`src/rtl/matrix_loader.sv`:
```
// Loads a full set of hash matrices row by row into a shadow register and
// commits the set atomically, so the hash datapath never sees a partial load.
module matrix_loader #(
  parameter int NUMBER_OF_TABLES = 4,
  parameter int HASH_ADR_WIDTH   = 5,
  parameter int KEY_WIDTH        = 2,
  localparam int R  = NUMBER_OF_TABLES * HASH_ADR_WIDTH,
  localparam int W  = R * KEY_WIDTH,
  localparam int CW = (R > 1) ? $clog2(R) : 1
) (
  input  logic                 clk,
  input  logic                 reset,
  input  logic                 start_i,
  input  logic [KEY_WIDTH-1:0] row_i,
  input  logic                 row_valid_i,
  output logic                 row_ready_o,
  output logic [W-1:0]         matrixes_o,
  output logic                 matrixes_valid_o,
  output logic                 busy_o,
  output logic                 done_o
);

  typedef enum logic [1:0] {IDLE, LOAD, COMMIT} state_t;

  state_t         state, state_nxt;
  logic [CW-1:0]  cnt;
  logic [W-1:0]   shadow;
  logic           accept, commit, last;

  assign last        = (cnt == CW'(R - 1));
  assign row_ready_o = (state == LOAD);
  assign busy_o      = (state != IDLE);

  always_ff @(posedge clk or posedge reset) begin
    if (reset) state <= IDLE;
    else       state <= state_nxt;
  end

  always_comb begin
    state_nxt = state;
    accept    = 1'b0;
    commit    = 1'b0;
    case (state)
      IDLE:   if (start_i) state_nxt = LOAD;
      LOAD: begin
        // start_i wins over a valid row: the load restarts from row 0
        if (!start_i && row_valid_i) begin
          accept = 1'b1;
          if (last) state_nxt = COMMIT;
        end
      end
      COMMIT: begin
        commit    = 1'b1;
        state_nxt = start_i ? LOAD : IDLE;
      end
      default: state_nxt = IDLE;
    endcase
  end

  always_ff @(posedge clk or posedge reset) begin
    if (reset) begin
      cnt              <= '0;
      shadow           <= '0;
      matrixes_o       <= '0;
      matrixes_valid_o <= 1'b0;
      done_o           <= 1'b0;
    end else begin
      done_o <= commit;
      if (commit) begin
        matrixes_o       <= shadow;
        matrixes_valid_o <= 1'b1;
      end
      if (start_i)     cnt <= '0;
      else if (accept) cnt <= last ? '0 : cnt + CW'(1);
      for (int r = 0; r < R; r++)
        if (accept && cnt == CW'(r)) shadow[r*KEY_WIDTH +: KEY_WIDTH] <= row_i;
    end
  end

endmodule

```
`config.mk`:
```
export PLATFORM = sky130hd
export DESIGN_NAME = matrix_loader
export DESIGN_NICKNAME = d
export VERILOG_FILES = /design/src/rtl/matrix_loader.sv
export SDC_FILE = /design/constraint.sdc
export NUM_CORES = 1
export LEC_CHECK = 0
export CAP_MARGIN = 20
export CORE_MARGIN = 2
export CORE_UTILIZATION = 45
export DETAILED_ROUTE_END_ITERATION = 10
export PLACE_DENSITY = 0.77
export SLEW_MARGIN = 40
export SYNTH_ARGS = -nofsm -noshare
export SYNTH_HDL_FRONTEND = slang
export SYNTH_SLANG_ARGS = --single-unit
```
`constraint.sdc`:
```
create_clock -name clk -period 4.75 [get_ports clk]
set_input_delay 0.7125 -clock clk [delete_from_list [all_inputs] [get_ports clk]]
set_output_delay 0.7125 -clock clk [all_outputs]
set_load 0.05 [all_outputs]
```
; ---- Word level (Yosys, flattened, before mapping)
; Index checks and enable logic that the tools add are counted.
[op_classes]
add_sub_neg = 1
n_eq_ne = 24
n_mux = 11
reduce_logical = 27
[ops]
columns = operator, n
row1 = "== test 5 x 4 -> 1 bit, second input constant", 8
row2 = logical AND 1 bit, 21
row3 = "== test 5 x 3 -> 1 bit, second input constant", 4
row4 = "== test 5 bit, second input constant", 4
row5 = two-way mux 5 bit, 3
row6 = "== test 5 x 2 -> 1 bit, second input constant", 2
row7 = two-way mux 2 bit, 3
row8 = case mux 2 bit (3 select lines), 1
row9 = "adder 5 x 1 -> 5 bit, second input constant", 1
row10 = "== test 5 x 1 -> 1 bit, second input constant", 1
row11 = logical NOT 5 bit, 1
row12 = two-way mux 1 bit, 4
row13 = "inequality test 2 x 1 -> 1 bit, second input constant", 2
row14 = nonzero test 2 bit, 2
row15 = AND reduction 3 bit, 1
row16 = "== test 2 x 1 -> 1 bit, second input constant", 1
row17 = "== test 2 bit, second input constant", 1
row18 = logical NOT 2 bit, 1
row19 = "inequality test 2 bit, second input constant", 1
row20 = logical NOT 1 bit, 1
[totals]
register_bits = 89
output_inout_bits = 44
elab_cells = 88

; ---- Logic depth before layout (Yosys ltp)
[depth]
word_depth = 6
mapped_depth = 5
depth_no_buf = 5

; ---- Worst setup path before layout
; OpenSTA, ideal clock, no wires.
[synth_timing]
kind = flip-flop to output port
startpoint = register state[1]
endpoint = output port row_ready_o
arrival_time_ns = 1.210
t_required_ns = 4.038
path_slack_ns = 2.827
path_stages_with_launch = 3
path_buffers = 1
path_cell_list = dfrtp_1 -> buf_6 -> nor2b_1
[synth_via]
elab_chain_cells = 1
[synth_lines]
columns = item, line_no
row1 = from (decl), 25  ; state_t state, state_nxt;
row2 = from (signal assigned), 36  ; else state <= state_nxt;
row3 = == test 2 x 1 -> 1 bit, 31  ; assign row_ready_o = (state == LOAD);
row4 = to (decl), 16  ; output logic row_ready_o,
; No other way between the ends.

; ---- Worst setup path after layout
[layout_timing]
startpoint = register state[1]
endpoint = output port busy_o
[layout_via]
elab_chain_cells = 1
[layout_lines]
columns = item, line_no
row1 = nonzero test 2 bit, 32  ; assign busy_o = (state != IDLE);
row2 = to (decl), 19  ; output logic busy_o,
; No other way between the ends.

==> summary.txt <==
Logic synthesis
  – Sequential area share after synthesis: 60.0%
  – Most frequent cell after synthesis: dfrtp_1
  – Leading register cell type out of synthesis: dfrtp_1
  – Largest area contributor in the netlist: dfrtp_1
  – Multiplexer area fraction after synthesis: 24.3%
  – Syn. warnings: 0
  – Top post-synthesis cells by count: 89 x dfrtp_1, 78 x mux2_2, 13 x nand2_1, 8 x inv_1
  – EDFF count, synth: 0
  – Simple-gate share of the synthesized area: 8.76%
  – Synth area leaders: dfrtp_1 60%, mux2_2 24%, and4bb_2 2.0%
  – Synthesized area: 0.00371 mm2
  – Synth top area share: 60.0%
  – Synth Area in Adders: 1.68%
  – Syn_nets: 263
  – Compound-Gate Fraction of Synth Area: 1.72%
  – XOR/XNOR Fraction of Synth Area: 0%
  – Yosys cell types: 32
  – Largest family of logic cells by synthesized area: multiplexers
  – Synth Register Bits: 89
  – Avg Cell Area, Syn: 14.7 um2
  – Post-synth ARST share: 100%
  – Cells after Synth: 252

Power
  – Seq pwr share: 57.7%
  – Sw Pwr: 0.000315 W
  – Pwr Density: 314 mW/mm2
  – Internal power: 0.00108 W
  – Max VDD drop: 0.199 mV
  – Comb power frac: 5.4%
  – Clk pwr share: 36.9%
  – Sw frac: 22.6%
  – Pleak: 2.14 nW
  – Power after layout: 0.00140 W

Clocking
  – CTS Buffer Depth: 2
  – CTS tree: yes
  – Root buffer cell: clkbuf_8
  – Num CTS Buffers: 9
  – CTS resizes: 0
  – Worst-path clk slew: 80 ps
  – Clock sink count: 89
  – Post-CTS Setup Bufs: 0
  – H-Tree Level Count: 3
  – Hold buffers post-CTS: 0
  – Clock latency on the worst-skew pair: 350 ps

GRT
  – Largest net degree at the start of global routing: 63
  – Initial antenna violation count: 0
  – Number of global-route vias before repair: 2196
  – First-pass GRT wire length: 11.2 mm
  – Total grt overflow: 0
  – Gr usage total: 16.4%

Worst setup path
  – CP Max Fanout: 12
  – Crit path from: state[1]
  – Critical Path RT: 4040 ps
  – CP Class: register to output port
  – Crit start category: register
  – Crit path arrival time: 1970 ps
  – RR Startpoint: cnt[1]
  – CP Capture Type: output port

Detailed routing
  – Highest routed layer: met4
  – Final wirelength: 6.46 mm
  – WL met1: 2.93 mm
  – Final ANT Viol Nets: 0
  – DRT Pass-1 Iters: 4
  – Residual DRC: 0
  – Met3 WL: 279 um
  – DR iter-0 viols: 132
  – Vias/cell: 5.27
  – Via count: 2139
  – WL met2: 3.19 mm
  – Detailed-route wire length per cell: 15.9 um

Floorplan
  – Die area: 0.00900 mm2
  – Die Y: 94.9 um
  – Top Ports: 50
  – Initial Util: 45.9%
  – Core area: 0.00809 mm2
  – Core Rows: 33
  – Die Wd: 94.9 um

Timing
  – Worst-Margin Slew: 766 ps
  – Max-slew violation count: 0
  – Setup Viol. Count Final: 0
  – Sum Neg Setup Slack: 0 ps
  – Hold Fails Final Rpt: 0
  – Tcrit/Tclk final: 56.5%
  – Worst Clk Skew: 8.79 ps
  – Final min period: 2690 ps
  – RSZ-0062 raised after global routing: false
  – Max transition margin: 48.7%
  – Fmax: 0.372 GHz

Finish
  – Syn-to-layout area delta: 19.8%
  – Net count, final: 307
  – # fillers: 703
  – Post-Layout Cell Count: 406
  – Diodes inserted: 0
  – Proportion of layout cells with a drive suffix above 1: 34.9%

Placement
  – IO buf count: 49
  – HPWL Detailed: 4.29 mm
  – Global placer's final weighted congestion: 0.814
  – DP Cell Count: 390

Worst hold path
  – Min-Delay Path Class: register to register
  – Min-delay src: matrixes_valid_o

Run status
  – Status: finished clean

Flow run
  – Max Cap Viol: 0
[cells by family after synthesis]
| group | Yosys count |
|---|---|
| compound gates | 9 |
| fa+ha+maj | 5 |
| buf+inv | 25 |
| flops | 89 |
| mux | 80 |
| simple gates | 44 |
[per-layer routing]
layer / vias up / GRT usage, %
li1: 981 / -
met1: 1108 / 21.9
met2: 46 / 25.6
met3: 4 / 3.99
met4: 0 / 6.88
met5: - / 0
[power by group through the flow]
stage / Combinational (W) / Sequential [W] / Clock, W
floorplan: 0.0000599 / 0.000813 / 0
global placement: 0.0000736 / 0.000819 / 0
detailed placement: 0.0000773 / 0.000820 / 0
CTS: 0.0000779 / 0.000805 / 0.000532
global route: 0.0000866 / 0.000810 / 0.000560
finish: 0.0000759 / 0.000805 / 0.000514
[through the flow]
| step | area, um2 | util [%] | hold slack, ps | setup slack [ps] |
|---|---|---|---|---|
| floorplan | 3710 | - | 460 | 1730 |
| global placement | 4240 | 52.4 | 449 | 2310 |
| detailed placement | 4250 | 52.5 | 457 | 2250 |
| CTS | 4450 | 55.0 | 481 | 2050 |
| global route | 4450 | 55.0 | 510 | 1970 |
| finish | 4450 | 55.0 | 471 | 2060 |
[state kept, by name, indices dropped and copies added, names as in the netlist]
name              cells
cnt                   5
done_o                1
matrixes_o           40
matrixes_valid_o      1
shadow               40
state                 2
[worst max-delay path, cell delays in order, from the launching register on]
cell	delay (ps)
dfrtp_1	630
or2_2	200
clkdlybuf4s50_1	790
[final cells by class]
cell class | count | area [um2] | area share (%)
Inverter | 8 | 35.0 | 0.787
Clock inverter | 4 | 52.6 | 1.18
Clock buffer | 12 | 145 | 3.26
Multi-Input combinational cell | 138 | 1360 | 30.6
Tap cell | 105 | 131 | 2.95
Sequential cell | 89 | 2230 | 50.1
Timing Repair Buffer | 50 | 498 | 11.2
[placed cells by master (no fill, tap or decap), drive strengths merged, types with 2 or more instances in the layout]
cell           synthesis  routed
and2b                  2       2
nand4                  6       6
nand2                 13      13
nor2                   2       2
a21oi                  2       2
clkbuf                 5      12
o32ai                  2       2
clkinvlp               0       3
ha                     5       5
dfrtp                 89      89
and4bb                 6       6
inv                    8       7
clkdlybuf4s50          0      49
nand4b                 2       2
mux2                  80      80
nand2b                 4       4
[path summary, 6_finish.rpt]
path | endpoint | slack [ps] | cells past startpoint
max | busy_o | 2060 | 2
min in group asynchronous | matrixes_o[7] | 750 | 2
max reg2reg | shadow[26] | 3010 | 5
max in group asynchronous | cnt[0] | 3210 | 3
min reg2reg | matrixes_valid_o | 470 | 1
min | matrixes_valid_o | 470 | 1
(Power assumes the default switching activity.)
